$ cat src/rtl/ocx_tlx_framer_pkg.sv
// Shared TLX framer constants: response entry width, response FIFO geometry
// and TL response credit counter width.
package ocx_tlx_framer_pkg;

  localparam int TLX_RSP_WIDTH  = 59;
  localparam int RSP_FIFO_DEPTH = 8;
  localparam int RSP_FIFO_AW    = 3;
  localparam int RSP_CREDIT_W   = 4;

endpackage

$ cat src/rtl/ocx_tlx_framer_rsp_sched_if.sv
// Bundle between the response scheduler and its neighbours: response
// requesters, the framer response FIFO, the slot packer and TL credit logic.
interface ocx_tlx_framer_rsp_sched_if #(
  parameter int NUM_REQ         = 4,
  parameter int DATA_WIDTH      = ocx_tlx_framer_pkg::TLX_RSP_WIDTH,
  parameter int FIFO_ADDR_WIDTH = ocx_tlx_framer_pkg::RSP_FIFO_AW,
  parameter int CREDIT_WIDTH    = ocx_tlx_framer_pkg::RSP_CREDIT_W
);

  // requesters: slice i of req_data belongs to requester i
  logic [NUM_REQ-1:0]                 req_valid;
  logic [NUM_REQ-1:0][DATA_WIDTH-1:0] req_data;
  logic [NUM_REQ-1:0]                 req_ack;

  // response FIFO
  logic                       fifo_wr_enable;
  logic [DATA_WIDTH-1:0]      fifo_data_in;
  logic [FIFO_ADDR_WIDTH:0]   fifo_valid_entry_count;
  logic                       fifo_data_available;
  logic [DATA_WIDTH-1:0]      fifo_data_out;
  logic                       fifo_rd_done;

  // framer slot packer
  logic                       frm_rsp_valid;
  logic [DATA_WIDTH-1:0]      frm_rsp_data;
  logic                       frm_rsp_taken;

  // TL response credits and error pulses
  logic                       credit_return;
  logic                       credit_init_valid;
  logic [CREDIT_WIDTH-1:0]    credit_init_value;
  logic [CREDIT_WIDTH-1:0]    credit_count;
  logic                       credit_overflow_error;
  logic                       taken_error;

  modport master (
    input  req_valid, req_data,
    output req_ack,
    output fifo_wr_enable, fifo_data_in,
    input  fifo_valid_entry_count, fifo_data_available, fifo_data_out,
    output fifo_rd_done,
    output frm_rsp_valid, frm_rsp_data,
    input  frm_rsp_taken,
    input  credit_return, credit_init_valid, credit_init_value,
    output credit_count, credit_overflow_error, taken_error
  );

  modport slave (
    output req_valid, req_data,
    input  req_ack,
    input  fifo_wr_enable, fifo_data_in,
    output fifo_valid_entry_count, fifo_data_available, fifo_data_out,
    input  fifo_rd_done,
    input  frm_rsp_valid, frm_rsp_data,
    output frm_rsp_taken,
    output credit_return, credit_init_valid, credit_init_value,
    input  credit_count, credit_overflow_error, taken_error
  );

endinterface

$ cat src/rtl/ocx_tlx_rr_arb.sv
// Round-robin arbiter: one-hot grant to the first requester above the last
// winner; the pointer moves only when a grant is issued.
module ocx_tlx_rr_arb #(
  parameter int NUM_REQ = 4
) (
  input  logic                       clock,
  input  logic                       reset_n,
  input  logic [NUM_REQ-1:0]         req,
  input  logic                       enable,
  output logic [NUM_REQ-1:0]         gnt,
  output logic [$clog2(NUM_REQ)-1:0] gnt_idx
);

  localparam int PW = $clog2(NUM_REQ);

  logic [PW-1:0] ptr;
  logic [PW:0]   cand;

  // Scan from farthest to nearest so the nearest valid requester wins.
  always_comb begin
    gnt     = '0;
    gnt_idx = ptr;
    cand    = '0;
    for (int k = NUM_REQ; k >= 1; k--) begin
      cand = {1'b0, ptr} + (PW+1)'(k);
      if (cand >= (PW+1)'(NUM_REQ)) cand = cand - (PW+1)'(NUM_REQ);
      if (enable && req[cand[PW-1:0]]) begin
        gnt                 = '0;
        gnt[cand[PW-1:0]]   = 1'b1;
        gnt_idx             = cand[PW-1:0];
      end
    end
  end

  always_ff @(posedge clock or negedge reset_n) begin
    if (!reset_n)  ptr <= PW'(NUM_REQ-1);
    else if (|gnt) ptr <= gnt_idx;
  end

endmodule

$ cat src/rtl/ocx_tlx_framer_rsp_sched.sv
// TLX framer response scheduler: arbitrates requesters into the response FIFO
// without overflow and offers the FIFO head to the framer while credits last.
module ocx_tlx_framer_rsp_sched #(
  parameter int NUM_REQ         = 4,
  parameter int DATA_WIDTH      = ocx_tlx_framer_pkg::TLX_RSP_WIDTH,
  parameter int FIFO_ADDR_WIDTH = ocx_tlx_framer_pkg::RSP_FIFO_AW,
  parameter int FIFO_DEPTH      = ocx_tlx_framer_pkg::RSP_FIFO_DEPTH,
  parameter int CREDIT_WIDTH    = ocx_tlx_framer_pkg::RSP_CREDIT_W
) (
  input logic                         clock,
  input logic                         reset_n,
  ocx_tlx_framer_rsp_sched_if.master  bus
);

  localparam int PW = $clog2(NUM_REQ);
  localparam logic [CREDIT_WIDTH-1:0] CRED_MAX = {CREDIT_WIDTH{1'b1}};

  logic [NUM_REQ-1:0]        gnt;
  logic [PW-1:0]             gnt_idx;
  logic [FIFO_ADDR_WIDTH+1:0] occ_nxt;
  logic                      space_ok;

  logic                      wr_en_q;
  logic [DATA_WIDTH-1:0]     wr_data_q;

  logic                      rsp_vld;
  logic                      consume;
  logic [CREDIT_WIDTH-1:0]   credit_q, credit_d;
  logic                      ovf_d, ovf_q;
  logic                      taken_err_d, taken_err_q;

  // Count the in-flight write as occupied and ignore same-cycle pops; this
  // keeps the FIFO from ever seeing a write while full.
  assign occ_nxt  = {1'b0, bus.fifo_valid_entry_count}
                  + {{(FIFO_ADDR_WIDTH+1){1'b0}}, wr_en_q};
  assign space_ok = occ_nxt < (FIFO_ADDR_WIDTH+2)'(FIFO_DEPTH);

  ocx_tlx_rr_arb #(.NUM_REQ(NUM_REQ)) u_arb (
    .clock   (clock),
    .reset_n (reset_n),
    .req     (bus.req_valid),
    .enable  (space_ok & reset_n),
    .gnt     (gnt),
    .gnt_idx (gnt_idx)
  );

  assign bus.req_ack = gnt;

  always_ff @(posedge clock or negedge reset_n) begin
    if (!reset_n) begin
      wr_en_q   <= 1'b0;
      wr_data_q <= '0;
    end else begin
      wr_en_q <= |gnt;
      if (|gnt) wr_data_q <= bus.req_data[gnt_idx];
    end
  end

  assign bus.fifo_wr_enable = wr_en_q;
  assign bus.fifo_data_in   = wr_data_q;

  // Credit reload masks the head for its cycle so the load value is exact.
  assign rsp_vld = bus.fifo_data_available & (credit_q != '0) & ~bus.credit_init_valid;
  assign consume = rsp_vld & bus.frm_rsp_taken & reset_n;

  assign bus.frm_rsp_valid = rsp_vld;
  assign bus.frm_rsp_data  = bus.fifo_data_out;
  assign bus.fifo_rd_done  = consume;

  always_comb begin
    credit_d    = credit_q;
    ovf_d       = 1'b0;
    taken_err_d = bus.frm_rsp_taken & ~rsp_vld;
    if (bus.credit_init_valid) begin
      credit_d = bus.credit_init_value;
    end else if (consume && !bus.credit_return) begin
      credit_d = credit_q - CREDIT_WIDTH'(1);
    end else if (bus.credit_return && !consume) begin
      if (credit_q == CRED_MAX) ovf_d    = 1'b1;
      else                      credit_d = credit_q + CREDIT_WIDTH'(1);
    end
  end

  always_ff @(posedge clock or negedge reset_n) begin
    if (!reset_n) begin
      credit_q    <= '0;
      ovf_q       <= 1'b0;
      taken_err_q <= 1'b0;
    end else begin
      credit_q    <= credit_d;
      ovf_q       <= ovf_d;
      taken_err_q <= taken_err_d;
    end
  end

  assign bus.credit_count          = credit_q;
  assign bus.credit_overflow_error = ovf_q;
  assign bus.taken_error           = taken_err_q;

endmodule
$ cat src/flat_wrapper.sv
// flat-port wrapper written by rule: the top's interface ports become plain ports
module ocx_tlx_framer_rsp_sched_flat 
#(
  parameter int NUM_REQ         = 4,
  parameter int DATA_WIDTH      = ocx_tlx_framer_pkg::TLX_RSP_WIDTH,
  parameter int FIFO_ADDR_WIDTH = ocx_tlx_framer_pkg::RSP_FIFO_AW,
  parameter int FIFO_DEPTH      = ocx_tlx_framer_pkg::RSP_FIFO_DEPTH,
  parameter int CREDIT_WIDTH    = ocx_tlx_framer_pkg::RSP_CREDIT_W
)
  (clock, reset_n, bus_req_valid, bus_req_data, bus_req_ack, bus_fifo_wr_enable, bus_fifo_data_in, bus_fifo_valid_entry_count, bus_fifo_data_available, bus_fifo_data_out, bus_fifo_rd_done, bus_frm_rsp_valid, bus_frm_rsp_data, bus_frm_rsp_taken, bus_credit_return, bus_credit_init_valid, bus_credit_init_value, bus_credit_count, bus_credit_overflow_error, bus_taken_error);
  ocx_tlx_framer_rsp_sched_if #(.NUM_REQ(NUM_REQ), .DATA_WIDTH(DATA_WIDTH), .FIFO_ADDR_WIDTH(FIFO_ADDR_WIDTH), .CREDIT_WIDTH(CREDIT_WIDTH)) bus_i ();
  input logic clock;
  input logic reset_n;
  input wire logic [$bits(bus_i.req_valid)-1:0] bus_req_valid;
  input wire logic [$bits(bus_i.req_data)-1:0] bus_req_data;
  output wire logic [$bits(bus_i.req_ack)-1:0] bus_req_ack;
  output wire logic [$bits(bus_i.fifo_wr_enable)-1:0] bus_fifo_wr_enable;
  output wire logic [$bits(bus_i.fifo_data_in)-1:0] bus_fifo_data_in;
  input wire logic [$bits(bus_i.fifo_valid_entry_count)-1:0] bus_fifo_valid_entry_count;
  input wire logic [$bits(bus_i.fifo_data_available)-1:0] bus_fifo_data_available;
  input wire logic [$bits(bus_i.fifo_data_out)-1:0] bus_fifo_data_out;
  output wire logic [$bits(bus_i.fifo_rd_done)-1:0] bus_fifo_rd_done;
  output wire logic [$bits(bus_i.frm_rsp_valid)-1:0] bus_frm_rsp_valid;
  output wire logic [$bits(bus_i.frm_rsp_data)-1:0] bus_frm_rsp_data;
  input wire logic [$bits(bus_i.frm_rsp_taken)-1:0] bus_frm_rsp_taken;
  input wire logic [$bits(bus_i.credit_return)-1:0] bus_credit_return;
  input wire logic [$bits(bus_i.credit_init_valid)-1:0] bus_credit_init_valid;
  input wire logic [$bits(bus_i.credit_init_value)-1:0] bus_credit_init_value;
  output wire logic [$bits(bus_i.credit_count)-1:0] bus_credit_count;
  output wire logic [$bits(bus_i.credit_overflow_error)-1:0] bus_credit_overflow_error;
  output wire logic [$bits(bus_i.taken_error)-1:0] bus_taken_error;
  assign bus_i.req_valid = bus_req_valid;
  assign bus_i.req_data = bus_req_data;
  assign bus_req_ack = bus_i.req_ack;
  assign bus_fifo_wr_enable = bus_i.fifo_wr_enable;
  assign bus_fifo_data_in = bus_i.fifo_data_in;
  assign bus_i.fifo_valid_entry_count = bus_fifo_valid_entry_count;
  assign bus_i.fifo_data_available = bus_fifo_data_available;
  assign bus_i.fifo_data_out = bus_fifo_data_out;
  assign bus_fifo_rd_done = bus_i.fifo_rd_done;
  assign bus_frm_rsp_valid = bus_i.frm_rsp_valid;
  assign bus_frm_rsp_data = bus_i.frm_rsp_data;
  assign bus_i.frm_rsp_taken = bus_frm_rsp_taken;
  assign bus_i.credit_return = bus_credit_return;
  assign bus_i.credit_init_valid = bus_credit_init_valid;
  assign bus_i.credit_init_value = bus_credit_init_value;
  assign bus_credit_count = bus_i.credit_count;
  assign bus_credit_overflow_error = bus_i.credit_overflow_error;
  assign bus_taken_error = bus_i.taken_error;
  ocx_tlx_framer_rsp_sched #(.NUM_REQ(NUM_REQ), .DATA_WIDTH(DATA_WIDTH), .FIFO_ADDR_WIDTH(FIFO_ADDR_WIDTH), .FIFO_DEPTH(FIFO_DEPTH), .CREDIT_WIDTH(CREDIT_WIDTH)) u_core (.clock(clock), .reset_n(reset_n), .bus(bus_i));
endmodule
$ cat config.mk
export PLATFORM = sky130hd
export DESIGN_NAME = ocx_tlx_framer_rsp_sched_flat
export DESIGN_NICKNAME = d
export VERILOG_FILES = /design/src/rtl/ocx_tlx_framer_pkg.sv /design/src/rtl/ocx_tlx_framer_rsp_sched_if.sv /design/src/rtl/ocx_tlx_rr_arb.sv /design/src/rtl/ocx_tlx_framer_rsp_sched.sv /design/src/flat_wrapper.sv
export SDC_FILE = /design/constraint.sdc
export NUM_CORES = 1
export LEC_CHECK = 0
export ABC_AREA = 1
export BUFFER_PORTS_ARGS = -buffer_cell sky130_fd_sc_hd__clkbuf_2
export CAP_MARGIN = 20
export CELL_PAD_IN_SITES_DETAIL_PLACEMENT = 1
export CELL_PAD_IN_SITES_GLOBAL_PLACEMENT = 2
export CORE_MARGIN = 2
export CORE_UTILIZATION = 18
export CTS_CLUSTER_DIAMETER = 60
export CTS_CLUSTER_SIZE = 16
export DETAILED_ROUTE_END_ITERATION = 10
export PLACE_DENSITY = 0.76
export SLEW_MARGIN = 10
export SYNTH_ARGS = -nofsm -noshare
export SYNTH_HDL_FRONTEND = slang
export SYNTH_SLANG_ARGS = --single-unit
$ cat constraint.sdc
create_clock -name clock -period 2.4 [get_ports clock]
set_input_delay 0.24 -clock clock [delete_from_list [all_inputs] [get_ports clock]]
set_output_delay 0.24 -clock clock [all_outputs]
set_load 0.03 [all_outputs]
After elaboration in Yosys (flattened, before gate mapping)

Index checks and enable logic that the tools add are counted.

Flip-flop bits (word level): 68
Bits of input ports: 313

Add/sub/neg operators: 11
Order comparisons: 14
Equality and inequality tests: 2
Multiplexer cells: 38
Bitwise operators: 8
Reduce and logical (&&, ||, !) cells: 16

Operators with widths:

| kind                  | number |
|---|---|
| $bmux W59 S2          | 1 |
| $mux W59              | 1 |
| $mux W4               | 8 |
| $mux W2               | 8 |
| $lt A2 B3 Y1 const B  | 5 |
| $ge A3 B3 Y1 const B  | 4 |
| $mux W1               | 12 |
| $logic_and A1 B1 Y1   | 10 |
| $bmux W1 S2           | 4 |
| $demux W1 S2          | 4 |
| $ge A2 B1 Y1 const B  | 4 |
| $sub A2 B1 Y2 const B | 4 |
| $add A2 B2 Y3 const B | 2 |
| $and A1 B1 Y1         | 6 |
| $add A4 B1 Y5         | 1 |
| $lt A5 B4 Y1 const B  | 1 |
| $add A4 B1 Y4 const B | 1 |
| $eq A4 B4 Y1 const B  | 1 |
| $reduce_bool A4 Y1    | 1 |
| $reduce_or A4 Y1      | 1 |
| $sub A4 B1 Y4 const B | 1 |
| $add A2 B1 Y3 const B | 1 |
| $add A2 B3 Y3 const B | 1 |
| $ne A3 B2 Y1 const B  | 1 |
| 4 further kinds       | 6 |

Logic depth before layout (Yosys ltp)

Word-level depth: 12
Depth in mapped cells: 17
Mapped depth without buffers: 16

Cells and area by module

A second synthesis with hierarchy kept.

Cell total of the unflattened synthesis: 811
Area total of the unflattened synthesis: 5347.6 µm²

By module, submodules not included:

| module                   | instances | cells each | area each (µm²) | sequential area each (µm²) |
|---|---|---|---|---|
| ocx_tlx_framer_rsp_sched | 1         | 718        | 4808.4          | 1651.6 |
| ocx_tlx_rr_arb           | 1         | 93         | 539.3           | 52.6 |

Worst setup path after synthesis

Ideal clock, no wire load.

Path type: register -> register
Start: register u_core.credit_q[0], in the netlist u_core.bus.credit_count[0]
End: register u_core.credit_q[3], in the netlist u_core.bus.credit_count[3]
Arrival time: 2.970 ns
Path slack: -0.689 ns
Stages on the path, launching flop included: 15
Buffers on the path: 0
Path through: dfrtp_1 > inv_1 > nand4_1 > nand3_1 > nor3_1 > nand2_1 > inv_1 > ha_1 > a21oi_1 > nand2_1 > xor2_1 > a21oi_1 > o21ai_0 > nand3_1 > nand2_1

Word-level cells in the longest chain between the ends: 9
Elaborated cells on any way between the ends: 18
Classes of those cells: add/sub (2); eq/ne (2); mux (4); bitwise (4); reduce/logical (6)

Ends and longest elaborated chain:

| item                          | RTL line                       | source |
|---|---|---|
| from (decl)                   | ocx_tlx_framer_rsp_sched.sv:28 | `logic [CREDIT_WIDTH-1:0] credit_q, credit_d;` |
| from (signal assigned)        | ocx_tlx_framer_rsp_sched.sv:90 | `credit_q <= credit_d;` |
| $reduce_bool A4 Y1 *          | ocx_tlx_framer_rsp_sched.sv:63 | `assign rsp_vld = bus.fifo_data_available & (credit_q != '0) & ~bus.credit_init_valid;` |
| $and A1 B1 Y1 * (2 in series) | ocx_tlx_framer_rsp_sched.sv:63 |  |
| $and A1 B1 Y1 * (2 in series) | ocx_tlx_framer_rsp_sched.sv:64 | `assign consume = rsp_vld & bus.frm_rsp_taken & reset_n;` |
| net bus_fifo_rd_done          | flat_wrapper.sv:22             | `output wire logic [$bits(bus_i.fifo_rd_done)-1:0] bus_fifo_rd_done;` |
| $logic_not A1 Y1              | ocx_tlx_framer_rsp_sched.sv:78 | `end else if (bus.credit_return && !consume) begin` |
| $logic_and A1 B1 Y1           | ocx_tlx_framer_rsp_sched.sv:78 |  |
| $reduce_bool A3 Y1 (no line)  | --                             |  |
| $reduce_and A2 Y1 (no line)   | --                             |  |

The timed path passes the listed nets; every way through them passes the cells marked *. The select of a mux whose other input is x is not followed.
A chain may end at the register's enable or synchronous reset.

Worst setup path after layout

Start: register u_core.u_arb.ptr[1]
End: register u_core.wr_data_q[2], in the netlist u_core.bus.fifo_data_in[2]

Word-level cells in the longest chain between the ends: 12
Elaborated cells on any way between the ends: 59
Classes of those cells: add/sub (8); order compare (12); mux (30); reduce/logical (9)

Ends and longest elaborated chain:

| item                                                                 | RTL line                                             | source |
|---|---|---|
| from (decl)                                                          | ocx_tlx_rr_arb.sv:16                                 | `logic [PW-1:0] ptr;` |
| from (signal assigned)                                               | ocx_tlx_rr_arb.sv:36                                 | `if (!reset_n) ptr <= PW'(NUM_REQ-1);` |
| from (signal assigned)                                               | ocx_tlx_rr_arb.sv:37                                 | `else if (\|gnt) ptr <= gnt_idx;` |
| $add A2 B3 Y3                                                        | ocx_tlx_rr_arb.sv:25                                 | `cand = {1'b0, ptr} + (PW+1)'(k);` |
| $ge A3 B3 Y1 or $sub A2 B1 Y2 (tied branches)                        | ocx_tlx_rr_arb.sv:26                                 | `if (cand >= (PW+1)'(NUM_REQ)) cand = cand - (PW+1)'(NUM_REQ);` |
| $mux W2                                                              | ocx_tlx_rr_arb.sv:26                                 |  |
| $lt A2 B3 Y1 (not written as such), or another cell as far along     | ocx_tlx_rr_arb.sv:29                                 | `gnt[cand[PW-1:0]] = 1'b1;` |
| $logic_and A1 B1 Y1 (not written as such) or $mux W1 (tied branches) | ocx_tlx_rr_arb.sv:29, ocx_tlx_rr_arb.sv:27           |  |
| $mux W1 (not written as such) or $logic_and A1 B1 Y1 (tied branches) | ocx_tlx_rr_arb.sv:29, ocx_tlx_rr_arb.sv:27           |  |
| $demux W1 S2 or $mux W2 (tied branches)                              | ocx_tlx_rr_arb.sv:29, ocx_tlx_rr_arb.sv:27           |  |
| $mux W4 or $mux W2 (tied branches) (3 in series)                     | ocx_tlx_rr_arb.sv:27                                 | `if (enable && req[cand[PW-1:0]]) begin` |
| $mux W4 or $bmux W59 S2 (tied branches)                              | ocx_tlx_rr_arb.sv:27, ocx_tlx_framer_rsp_sched.sv:55 |  |
| $reduce_or A4 Y1 or $mux W59 (tied branches)                         | ocx_tlx_framer_rsp_sched.sv:55                       | `if (\|gnt) wr_data_q <= bus.req_data[gnt_idx];` |
| to (signal assigned)                                                 | ocx_tlx_framer_rsp_sched.sv:55                       |  |
| to (decl)                                                            | ocx_tlx_framer_rsp_sched.sv:24                       | `logic [DATA_WIDTH-1:0] wr_data_q;` |

Parallel ways exist; a longest one is shown, timed or not. The select of a mux whose other input is x is not followed.

==> results.md <==
* Status: finished, violations left
* Violated checks: setup timing
* Inserted Diodes at 0
* WP buf/inv at 6
* CTS root buffer: clkbuf_16
* Initial antenna violation count at 0
* Synth cell types at 32
* F_max at 402 MHz
* Ports at 444
* Synth warn at 0
* H-tree lvl count at 3
* Crit path launch type: flip-flop
* Final Critical Period at 2480 ps
* Power Total at 15300 uW
* Clock Skew at 10.5 ps
* First-pass GRT wire length at 46.1 mm
* Register area share after synthesis at between 20% and 30%
* Clock tree sinks at 68
* Max cap viols at 0
* M1 GR Usage at 17.7%
* Drt total wl at 31.6 mm
* Worst hold margin at 52.9 ps
* Clk buf depth at 2
* Worst path max stage delay at 540 ps
* Highest-delay cell along the critical path: dfstp_2
* Crit-path max FO at 6
* Drt via density at roughly 4.3
* Routed Antenna Nets at 0
* Setup Total Neg Slack at -3750 ps
* Core ar. at approximately 0.037 mm^2
* GR Layer Usage met2 at 27.2%
* Synth Instances at 1061
* Crit path max-delay family: simple AND/OR/NAND/NOR gates
* Fill cells at 4678
* Row cnt at 70
* Nets@finish at 1642
* Rel. slew slack at around 63%
* Clock-pin slew on the worst setup and hold paths at around 60 ps
* Die X at 198 um
* Max Transition Viols Final at 0
* Crit Path Category: reg -> reg
* Total track usage at 15.2%
* Mapped Nets at ~1400
* Slew @ Worst Pin at approximately 550 ps
* GRT overflow at 0
* CTS tree: done
* Arrival @ worst endpoint at ~2800 ps
* Starting Density at between 10% and 20%
* Placed instance area at 0.00857 mm^2
* Worst Hold Class: in -> async
* Power per cell area at ~1600 mW/mm^2
* RSZ-0062 raised after global routing: true
* GRT Max-Usage Layer: met2
* Ratio of cells with drive above 1 in the final layout at 34.3%
* Yosys reg bits at 68
* Initial detailed-routing violation count at 232
* DR pass1 iterations at 5
* Maximum number of pins on one net before global-route repair at between 60 and 70
* Cell area after layout at 0.00939 mm^2
* GPL Wtd Cong at 0.807
* Port Buffers at 325
* Synthesized cell area at 0.00674 mm^2
* Synthesis-to-finish area growth at 39.2%
* Vias in the first global route at 8139
* Final setup fails at 64
* Leak Pwr at ~0.0055 uW
* Final hold viol count at 0
* DIE AREA at between 0.03 and 0.04 mm^2
* Dpl hpwl at 22.8 mm
* Crit-path cells: inv_2 -> ha_4 -> inv_4 -> nand3_4 -> nand2_4 -> nor2_4 -> buf_6 -> nor2_4 -> nand2_1 -> nand2_1 -> nand2_1 -> nand2_2 -> buf_6 -> nor2_4 -> buf_12 -> clkbuf_16 -> nand3_1 -> nand2_1
* Syn Area/Cell at ~6.4 um^2
* Setup crit end kind: flip-flop
* Maximum VDD drop at 0.000851 V
* Worst skew pair latency at 340 ps
* Cell mode on critical path: nand2_1
* Vias at 7786
* WP data required at ~2700 ps
* Final worst-path cycle share at 104%
* WL/cell at 17.6 um
* TritonCTS Buffers at 9
* M3 GR Usage at 4.11%
* Residual DRC at 0
* Die Height at 198 um
* Post-route setup slack at -84.6 ps
==> synth_stat cells, drive strengths merged <==
| library cell | count | share of area (%) |
|---|---|---|
| nand2 | 360 | 20 |
| xnor2 | 1 | 0.13 |
| nand3b | 118 | 13 |
| fa | 1 | 0.30 |
| o21ai | 8 | 0.65 |
| a31oi | 1 | 0.093 |
| nor3 | 1 | 0.074 |
| xor2 | 1 | 0.13 |
| nor2 | 12 | 1.0 |
| dfrtp | 66 | 24 |
| buf | 128 | 13 |
| clkinv | 4 | 0.22 |
| nor4 | 2 | 0.19 |
| a21oi | 3 | 0.28 |
| nand4 | 5 | 0.46 |
| or2 | 1 | 0.093 |
| inv | 143 | 8.0 |
| nand3 | 196 | 15 |
| ha | 6 | 1.1 |
| dfstp | 2 | 0.78 |
| o211ai | 2 | 0.22 |
==> cells by family after synthesis <==
| logic type | synth area share [%] |
|---|---|
| buf+inv | 21.7 |
| xor+xnor | 0.260 |
| simple gates | 50.1 |
| fa+ha+maj | 1.41 |
| flops | 25.3 |
| compound gates | 1.24 |
==> power breakdown <==
part / switching (uW) / total [uW] / internal [uW]
Sequential: 355 / 2150 / 1800
Clock: 543 / 1410 / 863
Combinational: 7580 / 11800 / 4200
Total: 8480 / 15300 / 6860
==> what timing repair did <==
item                                   in CTS  in global routing
gates cloned                                1                  7
hold buffers                                1                  0
endpoints found under the hold margin       1                  0
pin swaps                                   8                 42
setup endpoints to repair                  65                 67
setup buffers                               3                  8
resized for setup                          33                 30
==> sequential cells by signal, indices dropped and copies added, names as in the netlist <==
| signal | count |
|---|---|
| u_core.bus.taken_error | 1 |
| u_core.bus.fifo_wr_enable | 1 |
| u_core.bus.credit_overflow_error | 1 |
| u_core.bus.credit_count | 4 |
| u_core.bus.fifo_data_in | 59 |
| u_core.u_arb.ptr | 2 |
==> layout make-up <==
cell class	instances	area (um^2)	area share, %
timing repair buffer	378	2420	25.8
multi-input combinational	718	3810	40.6
clock buffer	14	264	2.81
tap	468	586	6.24
sequential	68	1710	18.2
inverter	147	554	5.91
clock inverter	2	35.0	0.373
==> per-layer routing <==
metal	vias to the layer above	part of all wire [%]
met2	282	49
li1	3802	-
met4	0	1.7
met5	-	0
met3	30	7.3
met1	3672	42
==> placed cells by master, fill, tap and decap left out, types with 4 or more instances in the layout <==
cell | Yosys | routed
nand2_4 | 2 | 6
dfrtp_1 | 66 | 62
clkbuf_2 | 0 | 320
nand3_1 | 194 | 180
nor2_4 | 2 | 7
buf_8 | 0 | 6
nand4_1 | 5 | 5
inv_2 | 4 | 7
nand3b_1 | 118 | 118
dfrtp_2 | 0 | 4
inv_1 | 139 | 136
buf_4 | 72 | 22
buf_12 | 0 | 18
clkbuf_16 | 0 | 13
nand2_2 | 5 | 13
ha_1 | 6 | 4
nor2_1 | 6 | 4
buf_6 | 14 | 5
nand2_1 | 353 | 340
nand3_2 | 2 | 13
==> worst paths after layout <==
kind / start / to / slack (ps) / cells after the start
min in group clock: bus_credit_init_valid / u_core.bus.credit_overflow_error$_DFF_PN0_ / 150 / 2
hold / removal: reset_n / u_core.bus.fifo_data_in[8]$_DFFE_PN0P_ / 50 / 2
setup reg to reg: u_core.u_arb.ptr[1]$_DFFE_PN1P_ / u_core.bus.fifo_data_in[2]$_DFFE_PN0P_ / -80 / 18
setup / recovery: u_core.u_arb.ptr[1]$_DFFE_PN1P_ / u_core.bus.fifo_data_in[2]$_DFFE_PN0P_ / -80 / 18
max in group asynchronous: reset_n / u_core.bus.fifo_wr_enable$_DFF_PN0_ / 1910 / 2
hold reg to reg: u_core.bus.fifo_data_in[21]$_DFFE_PN0P_ / u_core.bus.fifo_data_in[21]$_DFFE_PN0P_ / 510 / 2
==> through the flow <==
step | worst slack [ps] | instances | util (%)
6_report | -84.6 | 1795 | 25.5
5_1_grt | -252 | 1795 | 25.5
4_1_cts | -62.4 | 1780 | 24.6
3_5_place_dp | -161 | 1760 | 23.3
3_3_place_gp | -39.9 | 1760 | 23.3
2_1_floorplan | -52.5 | 1061 | -
==> worst register-to-register path, delay by kind of cell, from the launching register on <==
| kind | cells | cell delay, ps |
|---|---|---|
| buffers and inverters | 6 | 680 |
| adders and majority gates | 1 | 300 |
| DFF | 1 | 540 |
| and+or+nand+nor | 11 | 880 |
No activity file was read; power rests on OpenSTA's default activity.
